`config.mk`:
```
export PLATFORM = sky130hd
export DESIGN_NAME = dcsk_chip_serializer
export DESIGN_NICKNAME = d
export VERILOG_FILES = /design/src/rtl/dcsk_chip_serializer.sv
export SDC_FILE = /design/constraint.sdc
export NUM_CORES = 1
export LEC_CHECK = 0
export BUFFER_PORTS_ARGS = -buffer_cell sky130_fd_sc_hd__buf_2
export CORE_MARGIN = 3
export CORE_UTILIZATION = 45
export DETAILED_ROUTE_END_ITERATION = 10
export SLEW_MARGIN = 20
export SYNTH_ARGS = -nofsm -noshare
export SYNTH_HDL_FRONTEND = slang
export SYNTH_SLANG_ARGS = --single-unit
```
`constraint.sdc`:
```
create_clock -name i_clk -period 2.8 [get_ports i_clk]
set_clock_uncertainty 0.05 [all_clocks]
set_input_delay 0.56 -clock i_clk [delete_from_list [all_inputs] [get_ports i_clk]]
set_output_delay 0.56 -clock i_clk [all_outputs]
set_load 0.01 [all_outputs]
```
`src/rtl/dcsk_chip_serializer.sv`:
```
// dcsk_chip_serializer
//   Differential chaos shift keying chip serializer. Each accepted data bit
//   produces one frame: SF reference chips taken straight from the chaos
//   stream, then SF modulated chips replaying the stored reference (inverted
//   when the data bit is 0). SF = 2^sf_log2, latched at frame start.
//
// Ports
//   i_clk, i_rst        clock, synchronous active-high reset
//   i_sf_log2           log2 spreading factor, sampled at frame start
//   i_data_valid/i_data_bit/o_data_ready     data bit input stream
//   i_chaos_valid/i_chaos_bit/o_chaos_ready  chaos chip input stream
//   o_tx_valid/o_tx/i_tx_ready               chip output stream
//   o_tx_ref            chip belongs to the reference half
//   o_tx_last           last chip of the frame
//   o_chip_idx          chip index within the frame, 0..2*SF-1
//   o_busy              FSM is not idle (also exposes state for checkers)
//   o_sf_err            (DCSK_SER_SF_ERR_EN only) illegal sf_log2 refused
//
// Build option
//   DCSK_SER_SF_ERR_EN  defined: illegal i_sf_log2 at frame start is refused
//                       and flagged on o_sf_err. Undefined: it is clamped to
//                       1..SF_LOG2_MAX and the frame proceeds.
//
// Handshake rule for every stream: a transfer happens on a rising edge where
// valid and ready are both high; a source holds valid and payload stable
// until that transfer.
module dcsk_chip_serializer #(
  parameter int SF_LOG2_MAX = 4,
  parameter int SFW         = 4
) (
  input  logic                   i_clk,
  input  logic                   i_rst,
  input  logic [SFW-1:0]         i_sf_log2,
  input  logic                   i_data_valid,
  input  logic                   i_data_bit,
  output logic                   o_data_ready,
  input  logic                   i_chaos_valid,
  input  logic                   i_chaos_bit,
  output logic                   o_chaos_ready,
  output logic                   o_tx_valid,
  output logic                   o_tx,
  input  logic                   i_tx_ready,
  output logic                   o_tx_ref,
  output logic                   o_tx_last,
  output logic [SF_LOG2_MAX:0]   o_chip_idx,
  output logic                   o_busy
`ifdef DCSK_SER_SF_ERR_EN
  ,
  output logic                   o_sf_err
`endif
);

  localparam int CW = SF_LOG2_MAX;
  localparam int IW = SF_LOG2_MAX + 1;
  localparam logic [SFW-1:0] SF_MAX_W = SFW'(SF_LOG2_MAX);
  localparam logic [SFW-1:0] SF_ONE_W = SFW'(1);

  typedef enum logic [1:0] {S_IDLE, S_REF, S_MOD} state_t;

  state_t         state;
  logic [CW-1:0]  cnt;
  logic [SFW-1:0] sf_q;
  logic           bit_q;
  logic           ref_buf [2**SF_LOG2_MAX];

  logic [IW-1:0]  sf_val;
  logic           cnt_last;
  logic           adv;
  logic           mod_end;
  logic           start_ok;
  logic           frame_start;
  logic           chaos_take;

  function automatic logic [SFW-1:0] clamp_sf(input logic [SFW-1:0] s);
    if (s == '0)
      return SF_ONE_W;
    else if (s > SF_MAX_W)
      return SF_MAX_W;
    else
      return s;
  endfunction

`ifdef DCSK_SER_SF_ERR_EN
  assign start_ok = (i_sf_log2 != '0) && (i_sf_log2 <= SF_MAX_W);
`else
  assign start_ok = 1'b1;
`endif

  assign sf_val   = IW'(1) << sf_q;
  assign cnt_last = ({1'b0, cnt} == (sf_val - IW'(1)));

  // A new chip may be registered when the output slot is empty or is being
  // drained this cycle; otherwise the output must hold.
  assign adv = !o_tx_valid || i_tx_ready;

  // Final modulated chip: the next bit may start here, giving gapless frames.
  assign mod_end = (state == S_MOD) && adv && cnt_last;

  assign o_data_ready  = !i_rst && start_ok && ((state == S_IDLE) || mod_end);
  assign o_chaos_ready = !i_rst && (state == S_REF) && adv;
  assign o_busy        = (state != S_IDLE);

  assign frame_start = i_data_valid && o_data_ready;
  assign chaos_take  = i_chaos_valid && o_chaos_ready;

  // Reference chip store; contents are only read after being written in the
  // same frame, so no reset is needed.
  always_ff @(posedge i_clk) begin
    if (chaos_take)
      ref_buf[cnt] <= i_chaos_bit;
  end

  always_ff @(posedge i_clk) begin
    if (i_rst) begin
      state      <= S_IDLE;
      cnt        <= '0;
      sf_q       <= SF_ONE_W;
      bit_q      <= 1'b0;
      o_tx_valid <= 1'b0;
      o_tx       <= 1'b0;
      o_tx_ref   <= 1'b0;
      o_tx_last  <= 1'b0;
      o_chip_idx <= '0;
`ifdef DCSK_SER_SF_ERR_EN
      o_sf_err   <= 1'b0;
`endif
    end else begin
      // Drained slot empties unless a new chip is registered below.
      if (o_tx_valid && i_tx_ready)
        o_tx_valid <= 1'b0;

`ifdef DCSK_SER_SF_ERR_EN
      o_sf_err <= i_data_valid && !start_ok && ((state == S_IDLE) || mod_end);
`endif

      if (frame_start) begin
        bit_q <= i_data_bit;
        sf_q  <= clamp_sf(i_sf_log2);
      end

      case (state)
        S_IDLE: begin
          if (frame_start) begin
            cnt   <= '0;
            state <= S_REF;
          end
        end

        S_REF: begin
          if (chaos_take) begin
            o_tx_valid <= 1'b1;
            o_tx       <= i_chaos_bit;
            o_tx_ref   <= 1'b1;
            o_tx_last  <= 1'b0;
            o_chip_idx <= {1'b0, cnt};
            if (cnt_last) begin
              cnt   <= '0;
              state <= S_MOD;
            end else begin
              cnt <= cnt + CW'(1);
            end
          end
        end

        S_MOD: begin
          if (adv) begin
            o_tx_valid <= 1'b1;
            o_tx       <= bit_q ? ref_buf[cnt] : ~ref_buf[cnt];
            o_tx_ref   <= 1'b0;
            o_tx_last  <= cnt_last;
            o_chip_idx <= sf_val + {1'b0, cnt};
            if (cnt_last) begin
              cnt   <= '0;
              state <= frame_start ? S_REF : S_IDLE;
            end else begin
              cnt <= cnt + CW'(1);
            end
          end
        end

        default: state <= S_IDLE;
      endcase
    end
  end

endmodule

```
==> results.md, run 1 <==
- R2R depth: 6
- Buffers on Ports: 22
- Fraction of power spent switching nets: 35.6%
- Period utilization: 93.3%
- Max Slew Vio Count: 0
- Routed len/inst: 14.8 um
- Crit path launch type: register
- CP Launch Point: sf_q[1]
- Routed vias: 1660
- Ys flop type: dfxtp_1
- Sequential share of power: 43.6%
- Final ANT Viol Nets: 0
- Worst r2r src: sf_q[1]
- Initial Util: 48.4%
- DRC violations left: 0
- Clk pwr share: 22.8%
- Syn_area_per_cell: 10.0 sq um
- Max Buffers Root-to-Sink: 2
- # setup viols final: 0
- Die area: 5750 sq um
- Sequential fraction of the synthesis area: 43.8%
- Post-synth cell types: 47
- Number of synthesized flops with an enable pin: 16
- Hold_sp: o_chip_idx[4]
- Max-slew headroom: 59.1%
- Final Hold Fails: 0
- Hpwl dp: 3280 um
- Crit path DAT: 2.00 ns
- Clock root cell: clkbuf_8
- Ports: 23
- TritonCTS Buffers: 5
- Hold_ws: 0.415 ns
- Initial antenna violation count: 0
- Endpoint class of the critical path: output port
- Syn_nets: 244
- Clk_lat worst skew: 0.30 ns
- Post-CTS resize count: 0
- WL final: 4550 um
- Max Clock Freq: 383 MHz
- Layout cells sized above 1: 16.0%
- Diode count: 0
- Layout Nets: 267
- Power Density: 678 nW/um^2
- Cells after Synth: 219
- Max VDD drop: 0.000355 V
- Hold path depth: 2
- RD Place Congestion: 0.822
- Crit path required time: 2.19 ns
- Number of global-route vias before repair: 1501
- Crit Path Class: register to output port
- Die height: 75.9 um
- Hold EP: o_chip_idx[4]
- Area growth syn-to-layout: 12.0%
- Internal power consumption: 1.08 mW
- Total track usage: 17.7%
- Pre-antenna DRT Iters: 4
- FFs w/ async S/R, synth: 0%
- Setup TNS Final: 0 ns
- Comb pwr share: 33.6%
- Worst slew pin tran: 0.610 ns
- Core area: 4530 sq um
- H-tree depth: 2
- First-pass GRT wire length: 7490 um
- RSZ-0062 raised after global routing: false
- Largest net degree at the start of global routing: 25
- CP max FO: 9
- GRT overflow: 0
- Cell area after synthesis: 2200 sq um
- Filler cells: 413
- Die Wd: 75.9 um
- Seq cells post-synth: 40
- Hold Buf Count CTS: 0
- CTS Sinks: 40
- Via-to-Cell Ratio: 5.39
- Hold WC Path Type: register to register
- Sw Pwr: 593 uW
- Post-CTS setup buffer count: 0
- Period minus WS final: 2.61 ns
- Row cnt: 24
- Ys Warns: 0
- FF-to-FF setup slack: 0.61 ns
- Worst-path clk slew: 0.08 ns
- RR Endpoint: bit_q
- Status: finished, final reports clean
- CTS tree: done
- Lkg Pwr: 0.938 nW
- Initial DRC count: 110
- Max-cap violation count: 0
==> worst max-delay path: stages, from the launching register on <==
cell and delay (ns):
dfxtp_1 0.51, nor4_1 0.09, ha_1 0.31, nor3b_1 0.17, o211ai_1 0.19, o21a_1 0.22, nor2_1 0.08, buf_2 0.14
==> area by class of cell <==
class | count | area [sq um] | area share, %
clock buffer | 6 | 72.6 | 2.95
inverter | 9 | 33.8 | 1.37
timing repair buffer | 26 | 140 | 5.70
multi-input combinational | 160 | 1160 | 47.0
tap | 65 | 81.3 | 3.31
sequential | 40 | 962 | 39.1
clock inverter | 2 | 12.5 | 0.509
==> layer usage <==
metal / global-route usage (%) / vias up / wire length [um]
met5: 0 / - / 0
met3: 3.56 / 5 / 260
met1: 27.1 / 767 / 2320
met4: 6.02 / 0 / 53
li1: - / 843 / -
met2: 24.5 / 45 / 1920
==> kinds of logic (layout without fill, tap and decap cells) <==
logic type,after synthesis,count (layout),share of synthesized area [%]
fa+ha+maj,15,15,8.43
flops,40,40,43.8
mux,11,11,8.60
compound gates,41,41,12.4
xor+xnor,6,6,2.39
simple gates,87,87,20.9
buf+inv,19,43,3.53
==> Yosys cell counts (all sizes together), types with 2 or more instances <==
master  count  area, sq um
nand4       5         31.3
buf         5         25.0
or2         2         12.5
o311ai      3         26.3
inv         9         33.8
nor4b       3         32.5
ha         14          175
o21a        2         15.0
o211ai      2         15.0
xnor2       3         26.3
nand3       5         25.0
o31a        2         17.5
nand2      20         75.1
clkbuf      5         18.8
nor3b       3         22.5
mux4        5          128
a211o       2         17.5
a21oi      15         78.8
xor2        3         26.3
mux2i       5         50.1
nand3b      2         15.0
dfxtp      24          480
edfxtp     16          480
a31oi       5         31.3
nor2       18         67.6
and3        2         12.5
nor3        7         35.0
nor2b       7         43.8
o221ai      2         17.5
nand2b      9         56.3
o21ai       3         15.0
==> layout by cell type (no fill, tap or decap), types with 2 or more instances in the layout <==
master and n:
nand2_1 20, nor2b_1 7, nand2b_1 9, o21ai_0 3, xor2_1 3, buf_2 22
a211o_1 2, dfxtp_1 23, mux2i_1 5, buf_4 4, nand3b_1 2, nor4b_1 2
nor3b_1 3, o311ai_1 3, inv_1 8, o31a_1 2, nor2_1 18, a31oi_1 5
and3_1 2, edfxtp_1 16, o21a_1 2, nand4_1 5, nand3_1 5, clkbuf_8 5
nor3_1 7, o211ai_1 2, o221ai_1 2, mux4_1 4, ha_1 14, a21oi_1 14
xnor2_1 3
==> registers in the layout (all words and copies together), names as in the netlist, named ones only <==
name	count
ref_buf	16
o_chip_idx	5
cnt	4
sf_q	4
state	2
bit_q	1
o_tx	1
o_tx_last	1
o_tx_ref	1
o_tx_valid	1
==> per-stage QoR <==
step                      utilization [%]  area (sq um)  cells  setup WS [ns]  total power [mW]
after floorplan                         -          2200    219          0.513              1.15
after global placement               52.3          2370    300          0.462              1.31
after detailed placement             52.3          2370    300          0.494              1.30
after CTS                            54.2          2460    308          0.159              1.68
after global routing                 54.2          2460    308         0.0493              1.78
final                                54.2          2460    308          0.189              1.67
==> power groups by stage <==
stage                     Combinational, mW  Sequential [mW]  Clock [mW]
after floorplan                       0.428            0.718           0
after global placement                0.565            0.741           0
after detailed placement              0.556            0.742           0
after CTS                             0.560            0.728       0.393
after global routing                  0.627            0.739       0.416
final                                 0.560            0.728       0.381
==> worst max path at each step <==
stage / to / slack [ns] / cells past startpoint
2_1_floorplan: o_data_ready / 0.51 / 8
3_3_place_gp: o_data_ready / 0.46 / 7
3_5_place_dp: o_data_ready / 0.49 / 7
4_1_cts: o_data_ready / 0.16 / 7
5_1_grt: o_data_ready / 0.05 / 7
6_report: o_data_ready / 0.19 / 7
Power figures use the tool's default switching activity.
==> run 2: changes to the inputs <==
--- a/config.mk
+++ b/config.mk
@@ -5,6 +5,7 @@
 export SDC_FILE = /design/constraint.sdc
 export NUM_CORES = 1
 export LEC_CHECK = 0
+export ABC_AREA = 1
 export BUFFER_PORTS_ARGS = -buffer_cell sky130_fd_sc_hd__buf_2
 export CORE_MARGIN = 3
 export CORE_UTILIZATION = 45
==> run 2 against run 1 <==
  * Core utilization increased by 0.49 points
  * Register-to-register slack improved by 0.20 ns
  * Global-route usage decreased by 0.10 points
  * Final area increased by 1.6%
  * Critical path type unchanged
  * Total power increased by 22%
  * Cell count increased by 19%
  * Count of clock-buffer cells in the layout decreased by 1
  * Largest power group is now combinational logic
  * Fmax increased by 6.3%
==> results.md, run 2 <==
- Status: finished, final reports clean
- Max-slew headroom: 68.0%
- Clock root cell: clkbuf_8
- First-pass GRT wire length: 8310 um
- RD Place Congestion: 0.788
- Non-filler instance count after layout: 365
- CTS Sinks: 40
- CP max FO: 4
- Top flop regs: ref_buf (16), o_chip_idx (5)
- Max FFs per register: 16
- Ports: 23
- Pre-antenna DRT Iters: 4
- CP dominant cell by count: nand2_1
- Largest net degree at the start of global routing: 18
- CP Launch Point: sf_q[3]
- Buffers on Ports: 22
- Worst-path cell chain: inv_1, nand2_1, nor2_1, ha_1, nand2_1, nor2_2, nand3_2, a21oi_1, buf_2
- Max-cap violation count: 0
- Critical path's slowest cell: dfxtp_1
- Via-to-Cell Ratio: 4.94
- # setup viols final: 0
- WL final: 4720 um
- Cell area after synthesis: 2220 sq um
- Finished Cell Area: 2500 sq um
- Worst-path clk slew: 0.08 ns
- Initial antenna violation count: 0
- Max Clock Freq: 407 MHz
- Max Slew Vio Count: 0
- Worst r2r src: sf_q[3]
- Routed len/inst: 12.9 um
- Highest-count cells in the layout ignoring fill and taps: nand2_1 (53), nor2_1 (42), inv_1 (31), dfxtp_1 (24), buf_2 (22)
- Post-CTS resize count: 0
- Met2 usage: 29.0%
- Setup slack after layout: 0.344 ns
- Hpwl dp: 3550 um
- Layout Nets: 324
- Placed inst area: 2380 sq um
- Ys flop type: dfxtp_1
- Crit path launch type: register
- DRC violations left: 0
- Crit Path Class: register to output port
- Period utilization: 87.7%
- Filler cells: 465
- Setup TNS Final: 0 ns
- TritonCTS Buffers: 5
- Max VDD drop: 0.000360 V
- Power Density: 817 nW/um^2
- Row cnt: 24
- GRT overflow: 0
- Seq cells post-synth: 40
- Final Hold Fails: 0
- Pre-CTS setup slack: 0.666 ns
- Top-count cell post-synth: nand2_1
- Initial Util: 48.5%
- Synth area leader: dfxtp_1
- Initial DRC count: 116
- Comb pwr share: 38.2%
- Syn_nets: 299
- Fraction of power spent switching nets: 39.3%
- Die Wd: 76.2 um
- FFs w/ async S/R, synth: 0%
- Hold_ws: 0.414 ns
- Busiest grt layer: met2
- Die height: 76.2 um
- Crit path required time: 2.19 ns
- Power, Total: 2.04 mW
- Sequential share of power: 37.8%
- Total track usage: 17.6%
- Final ANT Viol Nets: 0
- H-tree depth: 2
- Internal power consumption: 1.24 mW
- Sw Pwr: 803 uW
- GRT met3 Usage: 2.84%
- Synth top area cells: dfxtp_1 (22%), edfxtp_1 (22%), nand2_1 (9.0%)
- Placed Instances: 357
- Core area: 4560 sq um
- Routed vias: 1804
- Hold Buf Count CTS: 0
- Final core occ: 54.7%
- Number of global-route vias before repair: 1789
- Lkg Pwr: 1.08 nW
- Crit path DAT: 1.85 ns
- Diode count: 0
- Largest Register: ref_buf
- Ys Warns: 0
- Hold WC Path Type: register to register
- Post-synth cell types: 35
- Synth cell count leaders: nand2_1 (53), nor2_1 (42), inv_1 (31), dfxtp_1 (24), a21oi_1 (19)
- Endpoint class of the critical path: output port
- Most common cell after layout, fill and taps aside: nand2_1
- Number of synthesized flops with an enable pin: 16
- Share of the synthesized area in the top cell type: 21.7%
- Cells after Synth: 274
- Area growth syn-to-layout: 12.8%
- Max incr delay on CP: 0.42 ns
- Met1 Usage GRT: 23.8%
- Die area: 5800 sq um
- Hold_sp: o_chip_idx[4]
- Sequential fraction of the synthesis area: 43.4%
- Worst slew pin tran: 0.479 ns
- Clk pwr share: 24.0%
- Post-CTS setup buffer count: 0
- Max Buffers Root-to-Sink: 2
- Period minus WS final: 2.46 ns
- RSZ-0062 raised after global routing: false
- Syn_area_per_cell: 8.09 sq um
- CTS tree: done
- Layout cells sized above 1: 18.7%
- Clk_lat worst skew: 0.29 ns
-- run 2: logic make-up after synthesis --
| logic type | count (synthesis) | synth area share [%] |
|---|---|---|
| buffers and inverters | 42 | 8.36 |
| AND/OR/NAND/NOR | 123 | 25.4 |
| AO/OA/AOI/OAI | 52 | 13.8 |
| flip-flops | 40 | 43.4 |
| adder cells (fa/ha/maj) | 14 | 7.91 |
| XOR/XNOR | 3 | 1.19 |
-- run 2: power groups by stage --
stage,Clock [mW],Combinational (mW),Sequential [mW]
CTS,0.498,0.784,0.772
finish,0.490,0.781,0.771
floorplan,0,0.590,0.773
global route,0.522,0.894,0.786
global placement,0,0.782,0.785
detailed placement,0,0.778,0.785
-- run 2: metal layers --
metal | vias to the layer above | part of all wire [%]
met5 | - | 0
met1 | 814 | 49
met3 | 7 | 4.5
li1 | 945 | -
met2 | 38 | 45
met4 | 0 | 1.3
-- run 2: final cells by class --
class                   instances  area, sq um  share of cell area (%)
multi-input cells             192         1070                    42.8
flip-flops and latches         40          961                    38.5
inverters                      37          153                    6.11
repair buffers                 23          118                    4.71
well taps                      65         81.3                    3.25
clock buffers                   5         68.8                    2.75
clock inverters                 3         47.5                    1.90
-- run 2: final timing paths --
path                   end  slack, ns  depth (start not counted)
min          o_chip_idx[4]       0.41                          2
max reg2reg        sf_q[1]       0.81                         12
min reg2reg  o_chip_idx[4]       0.41                          2
max           o_data_ready       0.34                          9
-- run 2: critical path, delay by kind of cell (launching register included) --
family | cells | cell delay (ns)
simple gates | 5 | 0.50
flops | 1 | 0.42
fa+ha+maj | 1 | 0.29
buf+inv | 2 | 0.21
compound gates | 1 | 0.13
